<file path="src/rtl/alu_seq_if.sv">
// Request/response bundle between the register-file controller and alu_seq.
// The master drives operands and start; the slave returns status, results and flags.
interface alu_seq_if #(
  parameter int N = 8
) ();
  logic         start;
  logic [3:0]   func;
  logic [N-1:0] a;
  logic [N-1:0] b;
  logic         busy;
  logic         done;
  logic [N-1:0] result;
  logic [N-1:0] result_hi;
  logic [3:0]   flags;

  modport master (
    output start, func, a, b,
    input  busy, done, result, result_hi, flags
  );

  modport slave (
    input  start, func, a, b,
    output busy, done, result, result_hi, flags
  );
endinterface

</file>
<file path="src/rtl/alu_seq.sv">
// Registered ALU with carry-chained arithmetic, shifts, compare and an
// iterative shift-add unsigned multiply behind a start/busy/done handshake.
module alu_seq #(
  parameter int N = 8
) (
  input logic      clk,
  input logic      nReset,
  alu_seq_if.slave bus
);
  localparam int SW = $clog2(N);
  localparam logic [SW-1:0] CNT_LAST = SW'(N - 1);

  typedef enum logic [3:0] {
    OP_RA  = 4'd0,  OP_RB  = 4'd1,  OP_ADD = 4'd2,  OP_SUB = 4'd3,
    OP_AND = 4'd4,  OP_OR  = 4'd5,  OP_XOR = 4'd6,  OP_NOR = 4'd7,
    OP_ADC = 4'd8,  OP_SBC = 4'd9,  OP_SHL = 4'd10, OP_SHR = 4'd11,
    OP_SRA = 4'd12, OP_MUL = 4'd13, OP_CMP = 4'd14, OP_RSV = 4'd15
  } op_e;

  typedef enum logic {S_IDLE, S_MUL} state_e;

  state_e         state_q, state_d;
  logic           busy_q, busy_d;
  logic           done_q, done_d;
  logic [N-1:0]   result_q, result_d;
  logic [N-1:0]   result_hi_q, result_hi_d;
  logic [3:0]     flags_q, flags_d;
  logic [N-1:0]   mcand_q, mcand_d;
  logic [2*N-1:0] acc_q, acc_d;
  logic [SW-1:0]  count_q, count_d;

  logic [N:0]        sum_w, dif_w, shl_w, shr_w;
  logic signed [N:0] sra_w;
  logic [SW-1:0]     sh_amt;
  logic              add_cin, sub_cin;
  logic [N-1:0]      op_res;
  logic              op_v, op_c;
  logic [3:0]        op_flags;
  logic [N:0]        mul_sum;
  logic [2*N-1:0]    acc_step;

  // Single-cycle datapath; the shift results carry one extra bit that holds the last bit shifted out.
  always_comb begin
    add_cin = (bus.func == OP_ADC) ? flags_q[0] : 1'b0;
    sub_cin = (bus.func == OP_SBC) ? flags_q[0] : 1'b0;
    sh_amt  = bus.b[SW-1:0];
    sum_w   = {1'b0, bus.a} + {1'b0, bus.b} + {{N{1'b0}}, add_cin};
    dif_w   = {1'b0, bus.a} - {1'b0, bus.b} - {{N{1'b0}}, sub_cin};
    shl_w   = {1'b0, bus.a} << sh_amt;
    shr_w   = {bus.a, 1'b0} >> sh_amt;
    sra_w   = $signed({bus.a, 1'b0}) >>> sh_amt;
    op_res  = bus.a;
    op_v    = 1'b0;
    op_c    = 1'b0;
    case (op_e'(bus.func))
      OP_RB:  op_res = bus.b;
      OP_ADD, OP_ADC: begin
        op_res = sum_w[N-1:0];
        op_c   = sum_w[N];
        op_v   = (bus.a[N-1] == bus.b[N-1]) && (sum_w[N-1] != bus.a[N-1]);
      end
      OP_SUB, OP_SBC, OP_CMP: begin
        op_res = dif_w[N-1:0];
        op_c   = dif_w[N];
        op_v   = (bus.a[N-1] != bus.b[N-1]) && (dif_w[N-1] != bus.a[N-1]);
      end
      OP_AND: op_res = bus.a & bus.b;
      OP_OR:  op_res = bus.a | bus.b;
      OP_XOR: op_res = bus.a ^ bus.b;
      OP_NOR: op_res = ~(bus.a | bus.b);
      OP_SHL: begin
        op_res = shl_w[N-1:0];
        op_c   = shl_w[N];
      end
      OP_SHR: begin
        op_res = shr_w[N:1];
        op_c   = shr_w[0];
      end
      OP_SRA: begin
        op_res = sra_w[N:1];
        op_c   = sra_w[0];
      end
      default: op_res = bus.a;
    endcase
    op_flags = {op_v, op_res[N-1], (op_res == '0), op_c};
  end

  always_comb begin
    mul_sum  = {1'b0, acc_q[2*N-1:N]} + (acc_q[0] ? {1'b0, mcand_q} : '0);
    acc_step = {mul_sum, acc_q[N-1:1]};

    state_d     = state_q;
    busy_d      = busy_q;
    done_d      = 1'b0;
    result_d    = result_q;
    result_hi_d = result_hi_q;
    flags_d     = flags_q;
    mcand_d     = mcand_q;
    acc_d       = acc_q;
    count_d     = count_q;

    case (state_q)
      S_IDLE: begin
        if (bus.start) begin
          if (bus.func == OP_MUL) begin
            mcand_d = bus.a;
            acc_d   = {{N{1'b0}}, bus.b};
            count_d = '0;
            busy_d  = 1'b1;
            state_d = S_MUL;
          end else begin
            done_d  = 1'b1;
            flags_d = op_flags;
            if (bus.func != OP_CMP) begin
              result_d    = op_res;
              result_hi_d = '0;
            end
          end
        end
      end
      S_MUL: begin
        acc_d   = acc_step;
        // N is a power of two, so the counter wraps back to 0 on the final step.
        count_d = count_q + 1'b1;
        if (count_q == CNT_LAST) begin
          result_d    = acc_step[N-1:0];
          result_hi_d = acc_step[2*N-1:N];
          flags_d     = {1'b0, acc_step[2*N-1], (acc_step == '0), (acc_step[2*N-1:N] != '0)};
          done_d      = 1'b1;
          busy_d      = 1'b0;
          state_d     = S_IDLE;
        end
      end
      default: state_d = S_IDLE;
    endcase
  end

  always_ff @(posedge clk or negedge nReset) begin
    if (!nReset) begin
      state_q     <= S_IDLE;
      busy_q      <= 1'b0;
      done_q      <= 1'b0;
      result_q    <= '0;
      result_hi_q <= '0;
      flags_q     <= '0;
      mcand_q     <= '0;
      acc_q       <= '0;
      count_q     <= '0;
    end else begin
      state_q     <= state_d;
      busy_q      <= busy_d;
      done_q      <= done_d;
      result_q    <= result_d;
      result_hi_q <= result_hi_d;
      flags_q     <= flags_d;
      mcand_q     <= mcand_d;
      acc_q       <= acc_d;
      count_q     <= count_d;
    end
  end

  assign bus.busy      = busy_q;
  assign bus.done      = done_q;
  assign bus.result    = result_q;
  assign bus.result_hi = result_hi_q;
  assign bus.flags     = flags_q;
endmodule
</file>
<file path="src/flat_wrapper.sv">
// flat-port wrapper written by rule: the top's interface ports become plain ports
module alu_seq_flat 
#(
  parameter int N = 8
)
  (clk, nReset, bus_start, bus_func, bus_a, bus_b, bus_busy, bus_done, bus_result, bus_result_hi, bus_flags);
  alu_seq_if #(.N(N)) bus_i ();
  input logic clk;
  input logic nReset;
  input wire logic [$bits(bus_i.start)-1:0] bus_start;
  input wire logic [$bits(bus_i.func)-1:0] bus_func;
  input wire logic [$bits(bus_i.a)-1:0] bus_a;
  input wire logic [$bits(bus_i.b)-1:0] bus_b;
  output wire logic [$bits(bus_i.busy)-1:0] bus_busy;
  output wire logic [$bits(bus_i.done)-1:0] bus_done;
  output wire logic [$bits(bus_i.result)-1:0] bus_result;
  output wire logic [$bits(bus_i.result_hi)-1:0] bus_result_hi;
  output wire logic [$bits(bus_i.flags)-1:0] bus_flags;
  assign bus_i.start = bus_start;
  assign bus_i.func = bus_func;
  assign bus_i.a = bus_a;
  assign bus_i.b = bus_b;
  assign bus_busy = bus_i.busy;
  assign bus_done = bus_i.done;
  assign bus_result = bus_i.result;
  assign bus_result_hi = bus_i.result_hi;
  assign bus_flags = bus_i.flags;
  alu_seq #(.N(N)) u_core (.clk(clk), .nReset(nReset), .bus(bus_i));
endmodule
</file>
<file path="config.mk">
export PLATFORM = sky130hd
export DESIGN_NAME = alu_seq_flat
export DESIGN_NICKNAME = d
export VERILOG_FILES = /design/src/rtl/alu_seq_if.sv /design/src/rtl/alu_seq.sv /design/src/flat_wrapper.sv
export SDC_FILE = /design/constraint.sdc
export NUM_CORES = 1
export LEC_CHECK = 0
export BUFFER_PORTS_ARGS = -buffer_cell sky130_fd_sc_hd__clkbuf_2
export CORE_UTILIZATION = 56
export CTS_BUF_LIST = sky130_fd_sc_hd__clkbuf_4 sky130_fd_sc_hd__clkbuf_8
export DETAILED_ROUTE_END_ITERATION = 10
export PLACE_DENSITY_LB_ADDON = 0.05
export SKIP_CTS_REPAIR_TIMING = 1
export SLEW_MARGIN = 20
export SYNTH_ARGS = -nofsm -noshare
export SYNTH_HDL_FRONTEND = slang
export SYNTH_SLANG_ARGS = --single-unit
</file>
<file path="constraint.sdc">
create_clock -name clk -period 2.8 [get_ports clk]
set_input_delay 0.14 -clock clk [delete_from_list [all_inputs] [get_ports clk]]
set_output_delay 0.14 -clock clk [all_outputs]
set_load 0.05 [all_outputs]
</file>
Word-level counts from Yosys, hierarchy flattened
Cells that the tools add are included.

word-level totals
  input bits = 23
  logic and storage cells = 98
  output and inout port bits = 22
  register bits after elaboration = 50

operators by class
  mux-type cells = 38
  eq/ne operators = 25
  shifts and indexed selects = 3
  add/subtract/negate cells = 6
  bitwise operators = 5
  reductions and logical operators = 12

operators by type and width
  cell                                                  count
  case mux 8 bit (10 select lines)                      1
  2-to-1 mux 8 bit                                      9
  2-to-1 mux 16 bit                                     2
  case mux 16 bit (2 select lines)                      1
  case mux 8 bit (2 select lines)                       2
  equality test 4 bit (second input constant)           7
  equality test 4 x 3 -> 1 bit (second input constant)  4
  logical NOT 16 bit                                    1
  2-to-1 mux 4 bit                                      3
  2-to-1 mux 1 bit                                      11
  adder 8 x 8 -> 9 bit                                  1
  adder 8 x 9 -> 9 bit                                  1
  adder 9 x 1 -> 9 bit                                  1
  AND reduction 3 bit                                   3
  << shifter 8 x 3 -> 9 bit                             1
  >> shifter 9 x 3 -> 9 bit                             1
  >>> shifter 9 x 3 -> 9 bit                            1
  subtractor 8 x 8 -> 9 bit                             1
  subtractor 9 x 1 -> 9 bit                             1
  AND 8 bit                                             1
  equality test 4 x 2 -> 1 bit (second input constant)  2
  logical NOT 8 bit                                     1
  inverter 8 bit                                        1
  OR 8 bit                                              1
  21 further kinds                                      31

Logic depth before layout (Yosys ltp)
  depth in word-level cells = 9
  depth in mapped cells = 16
  depth with buffers taken out = 13

Worst setup path after synthesis
OpenSTA, ideal clock, no wires.

  path kind = register -> register
  from = register u_core.flags_q[0], in the netlist u_core.bus.flags[0]
  to = register u_core.flags_q[1], in the netlist u_core.bus.flags[1]
  stages on the path, launching flop included = 14
  arrival time = 3.069 ns
  clock period less this slack = 3.151 ns
  setup time = 0.083 ns
  slack = -0.351 ns
  cells stage by stage = dfrtp_1 nand2_1 nor4_1 fa_1 inv_1 fa_1 nor2b_1 o31a_1 a21oi_1 o2bb2ai_1 o32ai_1 nand2_1 or4_1 o22ai_1

on the way
  cells in the longest elaborated chain, start to end = 7
  elaborated cells between the ends (all ways) = 9
  those cells by class = 2 x add/sub; 6 x mux; 1 x reduce/logical

ends and longest elaborated chain
  item                                                               RTL line                      source
  start: declaration                                                 alu_seq.sv:27                 logic [3:0] flags_q, flags_d;
  start signal: assignment                                           alu_seq.sv:155                flags_q <= flags_d;
  2-to-1 mux 1 bit, on equally long branches                         alu_seq.sv:45, alu_seq.sv:44
  subtractor 9 x 1 -> 9 bit or adder 9 x 1 -> 9 bit (tied branches)  alu_seq.sv:48, alu_seq.sv:47
  case mux 8 bit (10 select lines) *                                 alu_seq.sv:55                 case (op_e'(bus.func))
  logical NOT 8 bit *                                                alu_seq.sv:85                 op_flags = {op_v, op_res[N-1], (op_res == '0), op_c};
  2-to-1 mux 4 bit *                                                 alu_seq.sv:105                if (bus.func == OP_MUL) begin
  2-to-1 mux 4 bit *                                                 alu_seq.sv:104                if (bus.start) begin
  case mux 4 bit (2 select lines) *                                  alu_seq.sv:102                case (state_q)

Every way passes the cells marked *; elsewhere a longest branch is shown, timed or not. The select of a mux whose other input is x is not followed.
A chain may end at the register's enable or synchronous reset.

Worst setup path in the final report
Ends and elaborated chain as after synthesis.

==> impl_results.md <==
- Final standard cell count with taps included and fillers excluded: about 740
- # DRC: 0
- Leading cell types by total area after synthesis: sky130_fd_sc_hd__dfrtp_1 (26%), sky130_fd_sc_hd__ha_1 (11%), sky130_fd_sc_hd__nand2_1 (4.0%)
- Arrival time of data at the critical path endpoint: 3.33 ns
- Final period demand of the worst path: 3.10 ns
- Core ar.: 8180 um2
- Count of antenna-violating nets left after detailed routing: 0
- Outcome: finished with violations
- Post-Synthesis Mean Instance Area: roughly 8.7 um2
- PD cells: 770 nW/um2
- ANT cells: 0
- Row count: 33
- Number of enable-type register cells in the synthesized netlist: 0
- Fin crit share: 111%
- Master cell of the clock root buffer: sky130_fd_sc_hd__clkbuf_8
- Die height: approximately 94 um
- Number of global-route vias before repair: between 4000 and 5000
- Iteration-0 DRC Markers: between 300 and 400
- Total Die Area: slightly below 9000 um2
- Global-route wire length before repair: about 23 mm
- Area growth syn-to-layout: 21.0%
- Path category of the worst min-delay check: in -> reg
- Share of synthesized area spent on multiplexers: 8.41%
- Post-DP HPWL: roughly 12 mm
- Final number of hold-violating endpoints: 0
- Kind of end point of the critical path: register
- Total CTS buffers: 5
- Final core area utilization: about 70%
- Synthesized-area fraction occupied by and/or/nand/nor cells: 16.8%
- Final wirelength: 15.4 mm
- Leakage Power: approximately 2.7 nW
- Nature of the critical path startpoint: register
- Clock tree from TritonCTS: done
- IO Pins: between 40 and 50
- Final worst clock skew: between 0.009 and 0.01 ns
- Weighted congestion at the end of routability-driven global placement: 0.999
- Complex-gate fraction of the synthesized area: 24.8%
- Relative slew slack: 40.7%
- Combined flip-flop and latch cell area: 1250 um2
- Net count after synthesis: 612
- Synth Warn #: 0
- Violations in the final reports: setup timing
- Total congestion overflow: 0
- Largest net degree at the start of global routing: 32
- Die X: around 94 um
- Clock sink total: 50
- Synth Area in Adders: around an eighth
- Number of vias after detailed routing: 4731
- Max rail drop VDD: between 0.0008 and 0.0009 V
- Post-Synthesis Cells: between 500 and 600
- Number of iterations in the first detailed-routing pass: 6
- Fraction of post-synthesis cell area in the top cell type by area: between 20% and 30%
- Final nets: 704
- Initial antenna violation count: 0
- Flip-flop cell with the highest count after synthesis: sky130_fd_sc_hd__dfrtp_1
- Start-to-end type of the worst setup path: reg -> reg
- Area share of xor/xnor cells in the synthesized design: around 4.1%
- Fraction of final layout cells with drive strength greater than 1: between 20% and 30%
- Dominant combinational cell family by area after synthesis: compound AO/OA/AOI/OAI gates
- Count of distinct cell types in the synthesized netlist: 66
- Worst EP required: 3.03 ns
- Part of the Yosys area used for sequential elements: 26.5%
- Commonest non-fill, non-tap cell in the layout: sky130_fd_sc_hd__buf_4
- Clock transition at path regs: ~0.090 ns
- Global Route Usage Sum: roughly a third
- Setup slack after layout: -0.297 ns
- Filler cell count: around 660
- Final Slew Violations: 0
- Initial Utilization: roughly 58%
- Placed cell count: approximately 730
- FF+latch count, synth: 50
- Unrepaired setup endpoints after global routing: true
- Port Buffers: 44
- Async S/R FF share, synth: 100%
- CTS HTree Levels: 2
- Leading area contributor after synthesis: sky130_fd_sc_hd__dfrtp_1
- CP max FO: 4
- Worst-skew pair later-pin latency: approximately 0.31 ns
- Fmax: approximately 0.32 GHz
- Commonest non-fill, non-tap cells in the layout: sky130_fd_sc_hd__buf_4 (71), sky130_fd_sc_hd__nand2_1 (50), sky130_fd_sc_hd__dfrtp_1 (49)
- Final setup violating endpoints: 4
- Slew at the pin closest to its max-slew limit: between 0.8 and 0.9 ns
- Cell Area, Synth: 4730 um2
- Footprint of the multi-input gates: between 3000 and 4000 um2
- Worst-case clock buffer depth: 2
- Ratio of routed vias to standard cells: between 6 and 7
- Setup slack, reg-to-reg: -0.30 ns
- Max_cap viols: 0
- WL/cell: slightly above 20 um
final timing paths:
| path | from | depth (start not counted) | to |
|---|---|---|---|
| worst max-delay path | u_core.bus.flags[0] | 13 | u_core.bus.flags[1] |
| worst min-delay path | bus_b[7] | 3 | u_core.acc_q[7] |
| worst max register to register | u_core.bus.flags[0] | 13 | u_core.bus.flags[1] |
| worst min register to register | u_core.bus.result[0] | 2 | u_core.bus.result[0] |
| max in group asynchronous | nReset | 3 | u_core.acc_q[2] |
| min in group asynchronous | nReset | 2 | u_core.acc_q[10] |
final cells by class:
| class | count | share of cell area (%) |
|---|---|---|
| multi-input combinational | 427 | 58.4 |
| sequential | 50 | 21.9 |
| timing repair buffer | 117 | 13.5 |
| tap | 105 | 2.30 |
| inverter | 34 | 2.23 |
| clock buffer | 6 | 1.44 |
| clock inverter | 2 | 0.219 |
registers in the layout, summed over array words and instances (netlist names):
signal and flops:
u_core.acc_q 16, u_core.bus.result 8, u_core.bus.result_hi 8, u_core.mcand_q 8
u_core.bus.flags 4, u_core.count_q 3, u_core.bus.busy 1, u_core.bus.done 1
u_core.state_q 1
kinds of logic after synthesis:
| kind of cell | after synthesis |
|---|---|
| mux | 33 |
| compound gates | 166 |
| fa+ha+maj | 46 |
| flops | 50 |
| xor+xnor | 22 |
| buf+inv | 66 |
| simple gates | 160 |
per-layer routing:
layer	share of wire [%]	track usage (%)
met4	2.1	7.69
met1	43	50.2
met5	0	0
met3	10	7.93
met2	45	54.1
synth_stat cells (13+ instances only):
master,n
sky130_fd_sc_hd__ha_1,41
sky130_fd_sc_hd__clkbuf_1,14
sky130_fd_sc_hd__inv_1,33
sky130_fd_sc_hd__mux2_2,14
sky130_fd_sc_hd__nor2_1,38
sky130_fd_sc_hd__o21ai_0,37
sky130_fd_sc_hd__a21oi_1,24
sky130_fd_sc_hd__mux2i_1,15
sky130_fd_sc_hd__dfrtp_1,50
sky130_fd_sc_hd__a22o_1,14
sky130_fd_sc_hd__nor2b_1,13
sky130_fd_sc_hd__nand2_1,51
through the flow:
stage	area, um2	power, mW	hold slack [ns]	TNS, ns	setup WS (ns)
after CTS	5520	4.20	-0.138	-1.22	-0.359
after floorplan	4740	2.95	-0.156	-0.273	-0.273
after detailed placement	5420	3.75	0.191	-1.23	-0.402
after global placement	5420	3.66	0.181	-0.465	-0.226
final	5720	4.41	0.203	-0.409	-0.297
after global routing	5720	4.68	0.224	-1.28	-0.444
report_power, final:
| part | internal, mW | leakage (nW) | total, mW | switching (mW) |
|---|---|---|---|---|
| Clock | 0.199 | 0.0472 | 0.448 | 0.249 |
| Sequential | 1.03 | 0.630 | 1.25 | 0.216 |
| Combinational | 1.06 | 2.04 | 2.71 | 1.65 |
critical path: stages, from the launching register on:
cell	delay, ns
sky130_fd_sc_hd__dfrtp_2	0.42
sky130_fd_sc_hd__nand2_2	0.08
sky130_fd_sc_hd__nor4_4	0.16
sky130_fd_sc_hd__fa_2	0.28
sky130_fd_sc_hd__inv_2	0.04
sky130_fd_sc_hd__fa_2	0.52
sky130_fd_sc_hd__or3_1	0.11
sky130_fd_sc_hd__o21ai_1	0.06
sky130_fd_sc_hd__a22oi_1	0.18
sky130_fd_sc_hd__o2111ai_1	0.17
sky130_fd_sc_hd__o32ai_2	0.17
sky130_fd_sc_hd__nand4_1	0.14
sky130_fd_sc_hd__or4_4	0.55
sky130_fd_sc_hd__o22ai_2	0.15
Note: power is estimated with default switching activity, not from simulation.
